## config.mk

```make
export PLATFORM = sky130hd
export DESIGN_NAME = pixel_write_buffer
export DESIGN_NICKNAME = d
export VERILOG_FILES = /design/src/rtl/pixel_write_buffer_pkg.sv /design/src/rtl/pixel_fifo.sv /design/src/rtl/pixel_write_buffer.sv
export SDC_FILE = /design/constraint.sdc
export NUM_CORES = 1
export LEC_CHECK = 0
export CORE_MARGIN = 4
export CORE_UTILIZATION = 35
export CTS_CLUSTER_DIAMETER = 60
export DETAILED_ROUTE_END_ITERATION = 7
export GPL_TIMING_DRIVEN = 0
export SYNTH_ARGS = -nofsm -noshare
export SYNTH_HDL_FRONTEND = slang
export SYNTH_SLANG_ARGS = --single-unit
export TNS_END_PERCENT = 1
```

## constraint.sdc

```tcl
create_clock -name clk -period 10.9 [get_ports clk]
set_clock_uncertainty 0.05 [all_clocks]
set_input_delay 2.18 -clock clk [delete_from_list [all_inputs] [get_ports clk]]
set_output_delay 2.18 -clock clk [all_outputs]
set_load 0.1 [all_outputs]
```

## src/rtl/pixel_write_buffer_pkg.sv

```systemverilog
// ------------------------------------------------------------------
// pixel_write_buffer_pkg : screen defaults, pixel entry and FSM types
// Rev 1.0
// ------------------------------------------------------------------
`default_nettype none

package pixel_write_buffer_pkg;

  localparam int SCREEN_W_DEF = 160;
  localparam int SCREEN_H_DEF = 120;
  localparam int COLOUR_W_DEF = 3;

  typedef struct packed {
    logic [7:0] x;
    logic [6:0] y;
  } pixel_pos_t;

  // FIFO entry layout; the top packs the same order with its own colour width
  typedef struct packed {
    pixel_pos_t                pos;
    logic [COLOUR_W_DEF-1:0]   colour;
  } pixel_entry_t;

  typedef enum logic [0:0] {
    ST_IDLE  = 1'b0,
    ST_WRITE = 1'b1
  } wr_state_e;

  function automatic logic in_screen(input logic [7:0] x, input logic [6:0] y,
                                     input int w, input int h);
    return (int'(x) < w) && (int'(y) < h);
  endfunction

endpackage

`default_nettype wire

```

## src/rtl/pixel_fifo.sv

```systemverilog
// ------------------------------------------------------------------
// pixel_fifo : synchronous FIFO with first-word-fall-through read port
// Rev 1.0
// ------------------------------------------------------------------
`default_nettype none

module pixel_fifo #(
  parameter  int WIDTH = 18,
  parameter  int DEPTH = 16,
  localparam int AW    = $clog2(DEPTH),
  localparam int CNT_W = AW + 1
) (
  input  logic             clk,
  input  logic             rst,
  input  logic             push_i,
  input  logic             pop_i,
  input  logic [WIDTH-1:0] data_i,
  output logic [WIDTH-1:0] data_o,
  output logic             full_o,
  output logic             empty_o,
  output logic [CNT_W-1:0] count_o
);

  logic [WIDTH-1:0] mem_q [DEPTH];
  logic [AW-1:0]    wr_ptr_q;
  logic [AW-1:0]    rd_ptr_q;
  logic [CNT_W-1:0] count_q;
  logic             w_do_push;
  logic             w_do_pop;

  assign empty_o = (count_q == '0);
  assign full_o  = (count_q == CNT_W'(DEPTH));
  assign count_o = count_q;
  assign data_o  = mem_q[rd_ptr_q];

  // A pop frees the slot in the same cycle, so push-on-full is legal with it
  assign w_do_pop  = pop_i & ~empty_o;
  assign w_do_push = push_i & (~full_o | w_do_pop);

  always_ff @(posedge clk or negedge rst) begin
    if (!rst) begin
      wr_ptr_q <= '0;
      rd_ptr_q <= '0;
      count_q  <= '0;
    end else begin
      if (w_do_push) wr_ptr_q <= wr_ptr_q + 1'b1;
      if (w_do_pop)  rd_ptr_q <= rd_ptr_q + 1'b1;
      count_q <= count_q + CNT_W'(w_do_push) - CNT_W'(w_do_pop);
    end
  end

  always_ff @(posedge clk) begin
    if (w_do_push) mem_q[wr_ptr_q] <= data_i;
  end

endmodule

`default_nettype wire

```

## src/rtl/pixel_write_buffer.sv

```systemverilog
// ------------------------------------------------------------------
// pixel_write_buffer : clips, queues and drains drawer pixels to the framebuffer
// Rev 1.0   optional: PIXEL_DEDUP_EN drops repeats of the last pushed pixel
// ------------------------------------------------------------------
`default_nettype none

module pixel_write_buffer
  import pixel_write_buffer_pkg::*;
#(
  parameter int SCREEN_W = SCREEN_W_DEF,
  parameter int SCREEN_H = SCREEN_H_DEF,
  parameter int DEPTH    = 16,
  parameter int COLOUR_W = COLOUR_W_DEF,
  parameter int ADDR_W   = 15
) (
  input  logic                clk,
  input  logic                rst,
  input  logic                plot_in,
  input  logic [7:0]          x_in,
  input  logic [6:0]          y_in,
  input  logic [COLOUR_W-1:0] colour_in,
  input  logic                done_in,
  input  logic                mem_ready,
  output logic                mem_we,
  output logic [ADDR_W-1:0]   mem_addr,
  output logic [COLOUR_W-1:0] mem_data,
  output logic                busy,
  output logic                overflow,
  output logic [7:0]          clip_count,
  output logic                frame_done
);

  localparam int ENTRY_W = $bits(pixel_pos_t) + COLOUR_W;
  localparam int CNT_W   = $clog2(DEPTH) + 1;

  pixel_pos_t          w_in_pos;
  pixel_pos_t          w_head_pos;
  logic [COLOUR_W-1:0] w_head_colour;
  logic [ENTRY_W-1:0]  w_head;
  logic                w_full, w_empty;
  logic [CNT_W-1:0]    w_count;
  logic                w_in_range, w_dup, w_accept, w_push, w_pop;

  wr_state_e           state_q, state_d;
  logic [ADDR_W-1:0]   mem_addr_q, mem_addr_d;
  logic [COLOUR_W-1:0] mem_data_q, mem_data_d;
  logic                overflow_q, overflow_d;
  logic [7:0]          clip_q, clip_d;
  logic                done_prev_q, done_pend_q, done_pend_d;

  assign w_in_pos   = {x_in, y_in};
  assign w_in_range = in_screen(x_in, y_in, SCREEN_W, SCREEN_H);

`ifdef PIXEL_DEDUP_EN
  pixel_pos_t last_pos_q;
  logic       last_vld_q;

  always_ff @(posedge clk or negedge rst) begin
    if (!rst) begin
      last_vld_q <= 1'b0;
      last_pos_q <= '0;
    end else if (frame_done) begin
      last_vld_q <= 1'b0;
    end else if (w_push) begin
      last_vld_q <= 1'b1;
      last_pos_q <= w_in_pos;
    end
  end

  assign w_dup = last_vld_q && (last_pos_q == w_in_pos);
`else
  assign w_dup = 1'b0;
`endif

  assign w_accept = plot_in & w_in_range & ~w_dup;
  assign w_push   = w_accept & (~w_full | w_pop);

  pixel_fifo #(.WIDTH(ENTRY_W), .DEPTH(DEPTH)) u_fifo (
    .clk     (clk),
    .rst     (rst),
    .push_i  (w_push),
    .pop_i   (w_pop),
    .data_i  ({w_in_pos, colour_in}),
    .data_o  (w_head),
    .full_o  (w_full),
    .empty_o (w_empty),
    .count_o (w_count)
  );

  assign {w_head_pos, w_head_colour} = w_head;

  always_ff @(posedge clk or negedge rst) begin
    if (!rst) state_q <= ST_IDLE;
    else      state_q <= state_d;
  end

  always_comb begin
    state_d = state_q;
    case (state_q)
      ST_IDLE:  if (!w_empty)              state_d = ST_WRITE;
      ST_WRITE: if (mem_ready && w_empty)  state_d = ST_IDLE;
      default:                             state_d = ST_IDLE;
    endcase
  end

  // mem_we is exactly the WRITE state; the address/data register loads on every pop
  always_comb begin
    mem_we     = (state_q == ST_WRITE);
    w_pop      = !w_empty && ((state_q == ST_IDLE) || mem_ready);
    mem_addr_d = mem_addr_q;
    mem_data_d = mem_data_q;
    if (w_pop) begin
      mem_addr_d = ADDR_W'(int'(w_head_pos.y) * SCREEN_W + int'(w_head_pos.x));
      mem_data_d = w_head_colour;
    end
  end

  assign overflow_d  = overflow_q | (w_accept & w_full & ~w_pop);
  assign clip_d      = (plot_in && !w_in_range && clip_q != 8'hFF) ? clip_q + 8'd1 : clip_q;
  assign frame_done  = done_pend_q & w_empty & ~mem_we & ~plot_in;
  assign done_pend_d = (done_in & ~done_prev_q) | (done_pend_q & ~frame_done);

  always_ff @(posedge clk or negedge rst) begin
    if (!rst) begin
      mem_addr_q  <= '0;
      mem_data_q  <= '0;
      overflow_q  <= 1'b0;
      clip_q      <= '0;
      done_prev_q <= 1'b0;
      done_pend_q <= 1'b0;
    end else begin
      mem_addr_q  <= mem_addr_d;
      mem_data_q  <= mem_data_d;
      overflow_q  <= overflow_d;
      clip_q      <= clip_d;
      done_prev_q <= done_in;
      done_pend_q <= done_pend_d;
    end
  end

  assign mem_addr   = mem_addr_q;
  assign mem_data   = mem_data_q;
  assign overflow   = overflow_q;
  assign clip_count = clip_q;
  assign busy       = (w_count != '0) | mem_we;

endmodule

`default_nettype wire

```

==> impl_metrics.prom, run 1 <==
# TYPE chip_impl_metric gauge
chip_impl_info{name="critPathTopFamily",value="buffers and inverters"} 1
chip_impl_metric{name="final_area",unit="sq mm"} 0.0155
chip_impl_metric{name="floorplan.die_area",unit="sq mm"} 0.0410
chip_impl_info{name="critical_path.slowest_cell",value="clkdlybuf4s50_1"} 1
chip_impl_metric{name="mappedNetlistArea",unit="sq mm"} 0.0132
chip_impl_metric{name="drc",unit=""} 0
chip_impl_metric{name="port_buffers",unit=""} 52
chip_impl_metric{name="place_inst",unit=""} 1206
chip_impl_metric{name="synth.yosys.warnings",unit=""} 0
chip_impl_info{name="crit_path_cell_trace",value="clkdlybuf4s50_1 > nor3_1 > clkdlybuf4s50_1"} 1
chip_impl_metric{name="initialDrtViolationCount",unit=""} 502
chip_impl_metric{name="cts_resized",unit=""} 0
chip_impl_metric{name="clock_latency",unit="ps"} 520
chip_impl_metric{name="finalWirelength",unit="um"} 28300
chip_impl_metric{name="period_share",unit="%"} 58.2
chip_impl_metric{name="grt_pass1_vias",unit=""} 6740
chip_impl_metric{name="num-fill-cells",unit=""} 3291
chip_impl_metric{name="detailed_place.area",unit="sq mm"} 0.0144
chip_impl_metric{name="max_freq",unit="GHz"} 0.158
chip_impl_info{name="worst_path_most_repeated_cell",value="clkdlybuf4s50_1"} 1
chip_impl_metric{name="routed_wire_length_per_instance",unit="um"} 22.3
chip_impl_metric{name="h_tree_levels",unit=""} 2
chip_impl_metric{name="layout_setup_ws",unit="ps"} 4560
chip_impl_metric{name="cts.hold.buffers_added",unit=""} 0
chip_impl_metric{name="grtUsageTotal",unit="%"} 13.9
chip_impl_metric{name="p_leak",unit="nW"} 5.18
chip_impl_metric{name="dp_hpwl",unit="um"} 16600
chip_impl_info{name="synth_top_cell_by_area",value="edfxtp_1"} 1
chip_impl_metric{name="timing_hold_violations_final",unit=""} 0
chip_impl_metric{name="cts-buffers-inserted",unit=""} 35
chip_impl_metric{name="fin_cells",unit=""} 1269
chip_impl_metric{name="core_region_area",unit="sq mm"} 0.0370
chip_impl_metric{name="max_slew.worst_pin.slew",unit="ps"} 1410
chip_impl_info{name="post_synth_main_area_contributors",value="edfxtp_1, mux4_2, dfrtp_1, ha_1, nand2_1"} 1
chip_impl_metric{name="layout-area-overhead-vs-synth",unit="%"} 16.9
chip_impl_metric{name="ios",unit=""} 53
chip_impl_metric{name="power.ir.vdd_worst",unit="V"} 0.000143
chip_impl_info{name="critPathCaptureType",value="output pin"} 1
chip_impl_metric{name="synth_nets",unit=""} 700
chip_impl_metric{name="routed_via_count",unit=""} 6347
chip_impl_metric{name="dr.pass1.iters",unit=""} 5
chip_impl_metric{name="mapped_cells",unit=""} 649
chip_impl_metric{name="final_period_minus_worst_setup_slack",unit="ps"} 6340
chip_impl_metric{name="synthDistinctLibCells",unit=""} 39
chip_impl_metric{name="bufs_and_invs_on_worst_path",unit=""} 2
chip_impl_info{name="synth_most_common_cell",value="edfxtp_1"} 1
chip_impl_metric{name="grt.overflow.total",unit=""} 0
chip_impl_metric{name="viasPerCell",unit=""} 5.00
chip_impl_metric{name="worst_setup_hold_path_clk_slew",unit="ps"} 60
chip_impl_info{name="rsz0062_at_grt",value="false"} 1
chip_impl_metric{name="post_synth.cell_area_avg",unit="sq um"} 20.4
chip_impl_metric{name="crit_path_max_incr_delay",unit="ps"} 1160
chip_impl_metric{name="area_share_of_the_leading_cell_type_in_the_synthesized_netlist",unit="%"} 65.4
chip_impl_info{name="synthFlopType",value="edfxtp_1"} 1
chip_impl_metric{name="worst-endpoint-arrival",unit="ps"} 4110
chip_impl_metric{name="fin_setup_tns",unit="ps"} 0
chip_impl_info{name="synth.top_cells.by_count",value="edfxtp_1, mux4_2, nand2_1"} 1
chip_impl_metric{name="rows",unit=""} 70
chip_impl_metric{name="synth_enable_flop_cells",unit=""} 288
chip_impl_metric{name="die_w",unit="um"} 202
chip_impl_info{name="worstSetupStartpointType",value="input port"} 1
chip_impl_metric{name="drive_above_1_share",unit="%"} 19.8
chip_impl_metric{name="yosysSeqAreaShare",unit="%"} 73.5
chip_impl_metric{name="clockBufferDepth",unit=""} 3
chip_impl_info{name="clk_root_buffer_cell",value="clkbuf_16"} 1
chip_impl_metric{name="detailedPlace.worstSlack",unit="ps"} 4550
chip_impl_info{name="hold_path.class",value="register to register"} 1
chip_impl_metric{name="gp_routability_congestion",unit=""} 0.727
chip_impl_info{name="critPathKind",value="input port to output pin"} 1
chip_impl_metric{name="max_cap_viol_count",unit=""} 0
chip_impl_metric{name="crit_fanout",unit=""} 5
chip_impl_metric{name="antenna_violations_before_repair",unit=""} 1
chip_impl_metric{name="relative_slew_slack",unit="%"} 6.26
chip_impl_info{name="tritoncts",value="done"} 1
chip_impl_metric{name="setup-violations-final",unit=""} 0
chip_impl_metric{name="ys_async_sr_fraction",unit="%"} 13.0
chip_impl_metric{name="y_dimension_of_the_die",unit="um"} 202
chip_impl_metric{name="timing.final.max_slew_violations",unit=""} 0
chip_impl_metric{name="cts_num_sinks",unit=""} 331
chip_impl_metric{name="cellPowerDensity",unit="mW/mm^2"} 300
chip_impl_metric{name="post-cts-setup-buffer-count",unit=""} 0
chip_impl_info{name="status",value="completed"} 1
chip_impl_metric{name="initial_core_utilization",unit="%"} 35.8
chip_impl_metric{name="grt_max_degree",unit=""} 37
chip_impl_metric{name="worst_ep_required_time",unit="ps"} 8670
chip_impl_metric{name="finalNetCount",unit=""} 790
chip_impl_metric{name="final_antenna_net_count",unit=""} 0
chip_impl_metric{name="grt_first_pass_wirelength",unit="um"} 42800
chip_impl_metric{name="ys_ff_latch",unit=""} 331
-- final cells by class --
class / instances / area, sq um / area share [%]
Inverter: 18 / 67.6 / 0.437
Buffer: 23 / 100 / 0.648
Multi-Input combinational cell: 277 / 3340 / 21.6
Clock buffer: 47 / 942 / 6.09
Clock inverter: 15 / 118 / 0.761
Sequential cell: 331 / 9720 / 62.9
Tap cell: 504 / 631 / 4.08
Antenna cell: 1 / 2.50 / 0.0162
Timing Repair Buffer: 53 / 536 / 3.46
-- report_power, final --
part	total, mW	switching [mW]	internal (mW)
registers	1.59	0.0684	1.52
logic	1.94	1.15	0.790
clock network	1.11	0.478	0.635
total	4.64	1.69	2.95
-- placed cells by master (no fill, tap or decap), drive strengths merged, types with 3 or more instances in the layout --
master	n
o21ai	10
nand4	8
clkdlybuf4s50	51
buf	14
dfrtp	43
nand3	3
nor2b	4
edfxtp	288
clkbuf	58
xor2	12
xnor2	15
mux4	89
a21oi	6
clkinv	10
fa	3
a21o	4
inv	20
ha	25
nor2	12
nand2	48
and2	17
-- registers in the layout (all words and copies together) (netlist names) --
| signal | count |
|---|---|
| clip_count | 8 |
| done_pend_q | 1 |
| done_prev_q | 1 |
| mem_addr | 15 |
| mem_data | 3 |
| mem_we | 1 |
| overflow | 1 |
| u_fifo.count_o | 5 |
| u_fifo.mem_q | 288 |
| u_fifo.rd_ptr_q | 4 |
| u_fifo.wr_ptr_q | 4 |
-- layer usage --
metal	global-route usage, %	up-vias	share of wire [%]
li1	-	2770	-
met1	19.5	3378	45
met2	22.1	149	48
met3	2.92	50	4.8
met4	4.10	0	2.4
met5	0	-	0
-- cell families after synthesis --
logic type | Yosys count | synth area share [%]
compound gates | 27 | 1.32
xor+xnor | 28 | 1.97
fa+ha+maj | 28 | 2.82
buf+inv | 41 | 1.27
flops | 331 | 73.5
mux | 92 | 15.4
simple gates | 102 | 3.71
-- path summary, 6_finish.rpt --
kind / start / to / slack, ps / cells after the start
setup / recovery: plot_in / frame_done / 4560 / 3
hold / removal: done_prev_q / done_pend_q / 380 / 1
setup reg to reg: u_fifo.rd_ptr_q[0] / mem_addr[13] / 6110 / 13
hold reg to reg: done_prev_q / done_pend_q / 380 / 1
max in group asynchronous: rst / clip_count[3] / 8810 / 2
min in group asynchronous: rst / mem_data[0] / 1490 / 1
-- metrics by stage --
stage	power, mW	hold WS (ps)	util, %
after floorplan	3.10	359	-
after global placement	3.56	379	38.9
after detailed placement	3.58	371	38.9
after CTS	4.69	379	41.8
after global routing	4.91	401	41.8
final	4.64	382	41.8
-- worst register-to-register path: cells and delay by family (launching register included) --
| family | cells | cell delay [ps] |
|---|---|---|
| compound gates | 2 | 410 |
| xor+xnor | 2 | 400 |
| fa+ha+maj | 3 | 960 |
| buf+inv | 2 | 920 |
| flops | 1 | 410 |
| mux | 3 | 1400 |
| simple gates | 1 | 140 |
Note: power is estimated with default switching activity, not from simulation.
==> run 2, diff against run 1 <==
==> constraint.sdc (replaced) <==
create_clock -name clk -period 6.1 [get_ports clk]
set_clock_uncertainty 0.05 [all_clocks]
set_input_delay 1.22 -clock clk [delete_from_list [all_inputs] [get_ports clk]]
set_output_delay 1.22 -clock clk [all_outputs]
set_load 0.1 [all_outputs]
==> results of run 2 <==
The final DEF is identical to that of run 1. Status: completed.
Among the figures that moved: setup slack after placement 4550 ps -> 871 ps; setup slack after layout 4560 ps -> 1310 ps; start point of the critical path plot_in -> u_fifo.rd_ptr_q[0]; end point of the critical path frame_done -> mem_addr[13]; register-to-register setup slack 6110 ps -> 1310 ps; total power 4.64 mW -> 8.30 mW; worst IR drop on VDD 0.000143 V -> 0.000255 V
